===== config.mk =====
export PLATFORM = sky130hd
export DESIGN_NAME = seq_detect_cfg
export DESIGN_NICKNAME = d
export VERILOG_FILES = /design/src/rtl/seq_detect_cfg.sv
export SDC_FILE = /design/constraint.sdc
export NUM_CORES = 1
export LEC_CHECK = 0
export ABC_CLOCK_PERIOD_IN_PS = 6150
export BUFFER_PORTS_ARGS = -buffer_cell sky130_fd_sc_hd__buf_4
export CORE_MARGIN = 5
export CORE_UTILIZATION = 40
export CTS_BUF_LIST = sky130_fd_sc_hd__clkbuf_16
export DETAILED_ROUTE_END_ITERATION = 6
export GPL_ROUTABILITY_DRIVEN = 0
export PLACE_DENSITY = 0.64
export SLEW_MARGIN = 20
export SYNTH_ARGS = -nofsm -noshare
export SYNTH_HDL_FRONTEND = slang
export SYNTH_SLANG_ARGS = --single-unit

===== constraint.sdc =====
create_clock -name clk -period 6.15 [get_ports clk]
set_clock_uncertainty 0.05 [all_clocks]
set_input_delay 1.23 -clock clk [delete_from_list [all_inputs] [get_ports clk]]
set_output_delay 1.23 -clock clk [all_outputs]
set_load 0.02 [all_outputs]

===== src/rtl/seq_detect_cfg.sv =====
// rtl/seq_detect_cfg.sv - runtime-programmable serial bit-sequence detector with Mealy match flag
module seq_detect_cfg #(
    parameter int PAT_W = 8,
    parameter int CNT_W = 8,
    parameter int LEN_W = $clog2(PAT_W + 1)
) (
    input  logic             clk,
    input  logic             reset_n,
    input  logic             i_valid,
    input  logic             i_d,
    input  logic             cfg_load,
    input  logic [PAT_W-1:0] cfg_pattern,
    input  logic [LEN_W-1:0] cfg_len,
    input  logic             cfg_overlap,
    input  logic             cnt_clr,
    output logic             o_d,
    output logic [CNT_W-1:0] o_match_cnt,
    output logic             o_cnt_sat,
    output logic             o_armed
);

    typedef enum logic {
        UNCFG = 1'b0,
        HUNT  = 1'b1
    } state_t;

    localparam logic [LEN_W-1:0] LEN_MAX = LEN_W'(PAT_W);
    localparam logic [CNT_W-1:0] CNT_MAX = {CNT_W{1'b1}};

    state_t             state_q, state_d;
    logic [PAT_W-1:0]   hist_q, hist_nxt;
    logic [LEN_W-1:0]   fill_q, fill_nxt;
    logic [PAT_W-1:0]   pat_q;
    logic [LEN_W-1:0]   len_q, len_clamped;
    logic               ovl_q;
    logic [CNT_W-1:0]   cnt_q, cnt_d;
    logic               sat_q;
    logic [PAT_W-1:0]   len_mask;
    logic               match;

    // State register: UNCFG until the first configuration load
    always_ff @(posedge clk or negedge reset_n) begin
        if (!reset_n) begin
            state_q <= UNCFG;
        end else begin
            state_q <= state_d;
        end
    end

    // Next state: any load arms the detector; nothing ever disarms it except reset
    always_comb begin
        state_d = state_q;
        if (cfg_load) begin
            state_d = HUNT;
        end
    end

    // Outputs: match flag is Mealy and gated by i_valid so i_d is ignored in bubbles
    always_comb begin
        o_d     = 1'b0;
        o_armed = (state_q == HUNT);
        if (state_q == HUNT && i_valid && !cfg_load) begin
            o_d = match;
        end
    end

    // Candidate history/fill and pattern comparison masked to the programmed length
    always_comb begin
        hist_nxt    = {hist_q[PAT_W-2:0], i_d};
        fill_nxt    = (fill_q == LEN_MAX) ? fill_q : fill_q + LEN_W'(1);
        len_clamped = (cfg_len == '0 || cfg_len > LEN_MAX) ? LEN_MAX : cfg_len;
        for (int i = 0; i < PAT_W; i++) begin
            len_mask[i] = (i < int'(len_q));
        end
        match = (fill_nxt >= len_q) && (((hist_nxt ^ pat_q) & len_mask) == '0);
    end

    // Configuration latch and shift history; non-overlap mode restarts after a match
    always_ff @(posedge clk or negedge reset_n) begin
        if (!reset_n) begin
            hist_q <= '0;
            fill_q <= '0;
            pat_q  <= '0;
            len_q  <= '0;
            ovl_q  <= 1'b0;
        end else if (cfg_load) begin
            hist_q <= '0;
            fill_q <= '0;
            pat_q  <= cfg_pattern;
            len_q  <= len_clamped;
            ovl_q  <= cfg_overlap;
        end else if (state_q == HUNT && i_valid) begin
            if (o_d && !ovl_q) begin
                hist_q <= '0;
                fill_q <= '0;
            end else begin
                hist_q <= hist_nxt;
                fill_q <= fill_nxt;
            end
        end
    end

    // Saturating match counter; clear has priority over a coincident match
    always_comb begin
        cnt_d = cnt_q;
        if (cnt_clr) begin
            cnt_d = '0;
        end else if (o_d && cnt_q != CNT_MAX) begin
            cnt_d = cnt_q + CNT_W'(1);
        end
    end

    // Counter and saturation flag registers
    always_ff @(posedge clk or negedge reset_n) begin
        if (!reset_n) begin
            cnt_q <= '0;
            sat_q <= 1'b0;
        end else begin
            cnt_q <= cnt_d;
            sat_q <= (cnt_d == CNT_MAX);
        end
    end

    assign o_match_cnt = cnt_q;
    assign o_cnt_sat   = sat_q;

endmodule


# == Word level (Yosys, flattened, before mapping) ==
# Cells that the tools add are included.
# totals
output_inout_bits,11
wordCells,47
in_bits,19
ff_bits,34
# op_classes
bitwise,2
order_cmp,10
reduce_logical,11
mux,11
n_addsub,2
eq_ne,3
# op_table
op,count
7-bit 2-to-1 mux,3
4-bit 2-to-1 mux,5
"3-bit by 4-bit < comparator with 1-bit output, first input constant",4
8-bit 2-to-1 mux,2
"8-bit by 1-bit adder with 8-bit output, second input constant",1
8-bit AND,1
"8-bit == test, second input constant",1
8-bit zero test,1
"1-bit by 4-bit < comparator with 1-bit output, first input constant",2
"2-bit by 4-bit < comparator with 1-bit output, first input constant",2
"8-bit != test, second input constant",1
8-bit XOR,1
1-bit logical AND,5
"4-bit by 1-bit adder with 4-bit output, second input constant",1
"4-bit == test, second input constant",1
4-bit >= comparator,1
"4-bit > comparator, second input constant",1
4-bit zero test,1
1-bit zero test,2
2-bit nonzero test,1
1-bit logical OR,1
1-bit 2-to-1 mux,1

# == Longest topological paths before layout ==
# Gate-level depths: netlist (run 1).
# depth
ltp_word,9
depth_mapped,14
mapped_depth_nobuf,14

# == Worst setup path before layout (run 1) ==
# No wires, ideal clock.
# synth_path
path_type,input -> output
startpoint,input port cfg_load
endpoint,output port o_d
path_stages,5
required_time_ps,4870
arrival_ps,2095
path_slack_ps,2775
n_path_buf,0
path_cell_list,nand3b_1 -> a221o_1 -> nor3_4 -> nand3_4 -> inv_6
# synth_between
elab_chain_len,3
# synth_rtl
item,line_no,rtl
start: declaration,11,"input logic cfg_load,"
1-bit zero test,62,if (state_q == HUNT && i_valid && !cfg_load) begin
1-bit logical AND,62,
1-bit 2-to-1 mux,62,
end: declaration,16,"output logic o_d,"
# No other way between the ends.

# == Worst setup path after layout (run 1) ==
# Same ends and word-level chain as after synthesis.

==> impl_metrics.env, run 1 <==
export IMPL_hold_path_class="register to register"
export IMPL_grt_pass1_wl_microns=6706
export IMPL_synth_top_area_cell="dfrtp_1"
export IMPL_slew_violations=0
export IMPL_grt_start_max_net_pins=35
export IMPL_placed_cell_area_sq_um=2111
export IMPL_rrSetupSlack_ps=2920
export IMPL_required_ps=4870
export IMPL_first_pass_iters=4
export IMPL_drc=0
export IMPL_r2r_end="fill_q[0]"
export IMPL_core_sq_um=4414
export IMPL_synth_area_leaders="dfrtp_1, mux2_2, a22o_1, ha_1, xnor2_1"
export IMPL_post_cts_buffers=0
export IMPL_drive_above_1_share=0.2634
export IMPL_finalNonFillerCells=257
export IMPL_cts_hold_buffers=0
export IMPL_final_util=0.5094
export IMPL_fp_dieH_microns=77.90
export IMPL_syn_area_per_cell_sq_um=10.72
export IMPL_h_tree_depth=2
export IMPL_drt_iter0_drc=86
export IMPL_syn_nets=198
export IMPL_synth_compound_area_share=0.1716
export IMPL_grt_antenna_before_repair=0
export IMPL_cts_made_buffers=5
export IMPL_drv_cap=0
export IMPL_ys_seq_elements=34
export IMPL_start_util=0.4178
export IMPL_r2r_start="fill_q[0]"
export IMPL_n_antenna_cell=0
export IMPL_finalCritPeriodShare=0.6219
export IMPL_start_kind="primary input"
export IMPL_syn_area_sq_um=1844
export IMPL_yosysUniqueCellTypes=50
export IMPL_crit_type="primary input to output port"
export IMPL_cts_num_sinks=34
export IMPL_layout_common_cells="dfrtp_1, buf_4, inv_1"
export IMPL_ios=30
export IMPL_design_area_sq_um=2248
export IMPL_clkTransAtPathRegs_ps=50
export IMPL_startpoint="cfg_load"
export IMPL_rows=24
export IMPL_pwr_density_cell_nw_per_um2=237.3
export IMPL_synthAdderAreaFrac=0.04749
export IMPL_wl_per_cell_microns=15.19
export IMPL_die_area_sq_um=6068
export IMPL_setup_viol=0
export IMPL_clk_insertion_delay_late_ps=270
export IMPL_status="finished, final reports clean"
export IMPL_cts_tree="built"
export IMPL_synth_top_family_by_area="compound AO/OA/AOI/OAI gates"
export IMPL_leakage_nw=1.044
export IMPL_dp_cells=249
export IMPL_num_vias=1452
export IMPL_cts_root_buffer="clkbuf_16"
export IMPL_layout_commonest_cell="dfrtp_1"
export IMPL_ff2ff_path_depth=14
export IMPL_synth_top_area_share=0.4613
export IMPL_num_nets_final=230
export IMPL_synthMuxAreaShare=0.06784
export IMPL_grt_use_total=0.1352
export IMPL_grt_pass1_vias=1469
export IMPL_worst_slew_pin_slew_ps=888.5
export IMPL_endpoint_kind="output port"
export IMPL_hold_viol_final=0
export IMPL_ctsResizeCount=0
export IMPL_max_freq_ghz=0.2615
export IMPL_rsz0062_at_grt="no"
export IMPL_portBuffers=29
export IMPL_post_dp_hpwl_microns=3010
export IMPL_period_needed_ps=3825
export IMPL_synth_simple_area_share=0.1554
export IMPL_yosysWarnings=0
export IMPL_post_drt_via_cell_ratio=5.650
export IMPL_max_slew_margin=0.4077
export IMPL_vdd_drop_max_uv=203.2
export IMPL_setup_tns_ps=0
export IMPL_whs_ps=477.2
export IMPL_die_w_microns=77.90
export IMPL_design_power_total_mw=0.5335
export IMPL_grt_ovfl_total=0
export IMPL_drt_total_wl_microns=3905
export IMPL_critPathArrivalTime_ps=2540
export IMPL_dp_slack_ps=2317
export IMPL_clockBufferDepth=2
export IMPL_crit_fanout=21
export IMPL_synth_xor_area_share=0.05224
export IMPL_yosysSeqAreaShare=0.4613
export IMPL_synthCells=172
export IMPL_crit_end="o_d"
export IMPL_area_growth_pct=21.91
export IMPL_ant_nets=0
export IMPL_setup_ws_ps=2325
sequential cells by signal, indices dropped and copies added (netlist names):
name,count
fill_q,4
hist_q,7
len_q,4
o_armed,1
o_cnt_sat,1
o_match_cnt,8
ovl_q,1
pat_q,8
cell families after synthesis:
logic type,after synthesis
flip-flops,34
multiplexers,11
AND/OR/NAND/NOR,47
buffers and inverters,20
AO/OA/AOI/OAI,42
XOR/XNOR,11
adder cells (fa/ha/maj),7
worst min-delay path by stage:
stage                  start  endpoint  slack (ps)  cells after the start
floorplan              ovl_q     ovl_q         440                      2
global placement    pat_q[2]  pat_q[2]         460                      1
detailed placement  pat_q[7]  pat_q[7]         470                      1
CTS                 pat_q[7]  pat_q[7]         480                      1
global route        pat_q[7]  pat_q[7]         490                      1
finish              pat_q[7]  pat_q[7]         480                      1
critical path: stages:
cell      delay (ps)
buf_4            190
nand3b_1         210
a221o_1          320
nor3_4           190
nand3_4          140
inv_6            120
buf_4            150
metal layers:
| layer | wire length, microns | GRT usage | part of all wire |
|---|---|---|---|
| met5 | 0 | 0 | 0 |
| met4 | 83 | 0.05743 | 0.021 |
| met3 | 249 | 0.03588 | 0.064 |
| met2 | 1895 | 0.2204 | 0.49 |
| met1 | 1677 | 0.1687 | 0.43 |
cells in the mapped netlist, drive strengths merged:
cell type and number:
nor2 7, or3b 1, dfrtp 34, nor3b 1, a21oi 3, a221o 1
inv 16, a21o 1, and4 4, o221ai 1, nand4 3, mux2 9
o21bai 1, o21a 2, nor4 3, nand3b 1, a31oi 1, ha 7
a21boi 1, clkbuf 3, mux2i 2, and2 1, xor2 4, nand3 5
nor2b 1, a211o 1, a22o 10, o32ai 1, o22ai 4, a41oi 1
buf 1, or2 1, nand2 12, nand2b 1, nor3 4, a32o 1
a211oi 2, and2b 1, xnor2 7, a2111oi 1, nand4b 1, o211a 1
o21ai 9
cell type report:
cell class | instances | area [sq um]
Timing Repair Buffer | 29 | 217.7
Multi-Input combinational cell | 118 | 912.1
Inverter | 16 | 65.06
Sequential cell | 34 | 850.8
Fill cell | 399 | 2166
Tap cell | 52 | 65.06
Clock buffer | 5 | 125.1
Clock inverter | 3 | 12.51
report_power, final:
group,switching [mW],total (mW),internal [mW],leakage (nW)
combinational,0.0319,0.0611,0.0292,0.529
clock,0.0825,0.228,0.146,0.0724
sequential,0.00969,0.244,0.234,0.443
total,0.124,0.534,0.409,1.04
Power figures use the tool's default switching activity.
==> run 2, diff against run 1 <==
- ABC_AREA: default -> 1
- ABC_CLOCK_PERIOD_IN_PS: 6150 -> 3310
- PLACE_DENSITY: 0.64 -> 0.66
- clock period: 6.15 -> 3.31 ns (I/O delays scaled with it)
==> run 2 against run 1 <==
Combinational power increased by 140%. First-iteration DRC count increased by 49%. Area after synthesis increased by 11%. Via count increased by 23%. Global-route usage increased by 1.6 points. Sequential cell count unchanged. Sequential share of layout area decreased by 3.7 points. Worst setup slack got worse by 2000 ps. Sequential power increased by 84%. Utilization decreased by 1.6 points. Critical path depth increased by 4. Non-clock buffer count increased by 1. Critical endpoint unchanged.
==> impl_metrics.env, run 2 <==
export IMPL_drive_above_1_share=0.1780
export IMPL_drt_iter0_drc=128
export IMPL_yosysWarnings=0
export IMPL_crit_path_cell_trace="inv_1, ha_1, nand2_1, nor2_1, xor2_1, ha_1, nand4_1, nand3_2, nand2_2, inv_1, buf_4"
export IMPL_post_dp_hpwl_microns=3390
export IMPL_grt_antenna_before_repair=0
export IMPL_synth_top_area_cell="dfrtp_1"
export IMPL_fillerInstances=504
export IMPL_area_growth_pct=21.19
export IMPL_setup_viol=0
export IMPL_netSwitchingFraction=0.2712
export IMPL_worst_slew_pin_slew_ps=442.9
export IMPL_p_int_mw=0.7614
export IMPL_clkTransAtPathRegs_ps=60
export IMPL_rsz0062_at_grt="no"
export IMPL_cts_num_sinks=34
export IMPL_finalNonFillerCells=379
export IMPL_synth_compound_area_share=0.06882
export IMPL_layout_common_cells="nand2_1, inv_1, dfrtp_1"
export IMPL_ys_seq_elements=34
export IMPL_whs_ps=284.3
export IMPL_wl_per_cell_microns=11.82
export IMPL_syn_area_sq_um=2054
export IMPL_max_freq_ghz=0.3307
export IMPL_syn_nets=300
export IMPL_p_seq_frac=0.431
export IMPL_ctsResizeCount=0
export IMPL_grt_ovfl_total=0
export IMPL_period_needed_ps=3024
export IMPL_ff2ff_path_depth=15
export IMPL_synthMuxAreaShare=0
export IMPL_yosysSeqAreaShare=0.4141
export IMPL_post_drt_via_cell_ratio=4.728
export IMPL_cts_made_buffers=5
export IMPL_cts_hold_buffers=0
export IMPL_comb_power_share=0.143
export IMPL_pwr_density_cell_nw_per_um2=419.5
export IMPL_setup_tns_ps=0
export IMPL_grt_pass1_wl_microns=7624
export IMPL_drc=0
export IMPL_n_antenna_cell=0
export IMPL_grt_start_max_net_pins=35
export IMPL_crit_fanout=10
export IMPL_crit_family="simple AND/OR/NAND/NOR gates"
export IMPL_grt_use_total=0.1511
export IMPL_yosys_top_cells_count="nand2_1, inv_1, dfrtp_1, nand3_1, nor2_1"
export IMPL_h_tree_depth=2
export IMPL_hold_path_class="primary input to asynchronous set/reset pin"
export IMPL_synth_xor_area_share=0.02558
export IMPL_syn_area_per_cell_sq_um=7.498
export IMPL_clk_insertion_delay_late_ps=280
export IMPL_clockBufferDepth=2
export IMPL_setup_ws_ps=285.7
export IMPL_ant_nets=0
export IMPL_core_sq_um=5042
export IMPL_hold_viol_final=0
export IMPL_crit_cells=11
export IMPL_critPathSlowestCell="dfrtp_1"
export IMPL_synth_simple_area_share=0.3356
export IMPL_p_clk_frac=0.427
export IMPL_finalCritPeriodShare=0.9137
export IMPL_required_ps=2600
export IMPL_synthCells=274
export IMPL_critPathArrivalTime_ps=2310
export IMPL_cp_num_buf_inv=3
export IMPL_crit_type="register to output port"
export IMPL_start_util=0.4074
export IMPL_vdd_drop_max_uv=273.0
export IMPL_grt_pass1_vias=1718
export IMPL_cts_tree="built"
export IMPL_dp_slack_ps=577.3
export IMPL_dp_cells=371
export IMPL_layout_commonest_cell="nand2_1"
export IMPL_status="finished, final reports clean"
export IMPL_endpoint_kind="output port"
export IMPL_die_w_microns=81.67
export IMPL_drv_cap=0
export IMPL_cts_root_buffer="clkbuf_16"
export IMPL_start_kind="register"
export IMPL_yosysMostFrequentCell="nand2_1"
export IMPL_async_flop_share=1.000
export IMPL_synth_top_family_by_area="simple AND/OR/NAND/NOR gates"
export IMPL_ios=30
export IMPL_portBuffers=29
export IMPL_die_area_sq_um=6669
export IMPL_synth_edf_count=0
export IMPL_num_vias=1792
export IMPL_num_nets_final=334
export IMPL_post_cts_buffers=0
export IMPL_first_pass_iters=4
export IMPL_max_slew_margin=0.7047
export IMPL_p_sw_mw=0.2832
export IMPL_leakage_nw=1.338
export IMPL_fp_dieH_microns=81.67
export IMPL_synthAdderAreaFrac=0.04263
export IMPL_synth_flop_cell="dfrtp_1"
export IMPL_drt_total_wl_microns=4481
export IMPL_synth_top_area_share=0.4141
export IMPL_synth_area_leaders="dfrtp_1, nand2_1, inv_1, nand3_1, ha_1"
export IMPL_rows=26
export IMPL_yosysUniqueCellTypes=29
export IMPL_slew_violations=0
export IMPL_critical_path_max_stage_delay_ps=420
==> run 2: final timing paths <==
path | slack, ps | startpoint | end
min in group clk | 440 | pat_q[3] | pat_q[3]
setup / recovery | 290 | fill_q[0] | o_d
setup reg to reg | 860 | fill_q[0] | o_cnt_sat
hold reg to reg | 440 | pat_q[3] | pat_q[3]
hold / removal | 280 | reset_n | pat_q[4]
max in group asynchronous | 2610 | reset_n | o_match_cnt[4]
==> run 2: power by group through the flow <==
stage	combinational [mW]	sequential [mW]	clock, mW
6_report	0.149	0.450	0.446
5_1_grt	0.171	0.453	0.474
2_1_floorplan	0.101	0.454	0
3_5_place_dp	0.150	0.457	0
4_1_cts	0.151	0.450	0.456
3_3_place_gp	0.147	0.456	0
==> run 2: layout make-up <==
cell class | count | area (sq um) | area share
clock buffer | 5 | 125.1 | 0.05025
clock inverter | 3 | 16.27 | 0.006533
inverter | 57 | 214.0 | 0.08593
multi-input combinational | 180 | 970.9 | 0.3899
sequential | 34 | 850.8 | 0.3417
tap | 70 | 87.58 | 0.03518
timing repair buffer | 30 | 225.2 | 0.09045
==> run 2: cells by family (layout without fill, tap and decap cells) <==
logic type | after synthesis | after routing
xor gates and xnor gates | 6 | 6
adders and majority gates | 7 | 7
and+or+nand+nor | 141 | 141
DFF | 34 | 34
buffers and inverters | 60 | 95
AOI/OAI and AO/OA | 26 | 26
==> run 2: per-stage QoR <==
stage / util / instance area (sq um) / total power [mW]
2_1_floorplan: - / 2054 / 0.5549
3_3_place_gp: 0.4658 / 2349 / 0.6035
3_5_place_dp: 0.4658 / 2349 / 0.6071
4_1_cts: 0.4938 / 2490 / 1.057
5_1_grt: 0.4938 / 2490 / 1.098
6_report: 0.4938 / 2490 / 1.045
==> run 2: layer usage <==
layer  vias up  wire [microns]  track usage
li1        936               -            -
met1       806            2102       0.1994
met2        42            2065       0.2370
met3         8             222      0.02741
met4         0              89      0.07641
met5         -               0            0
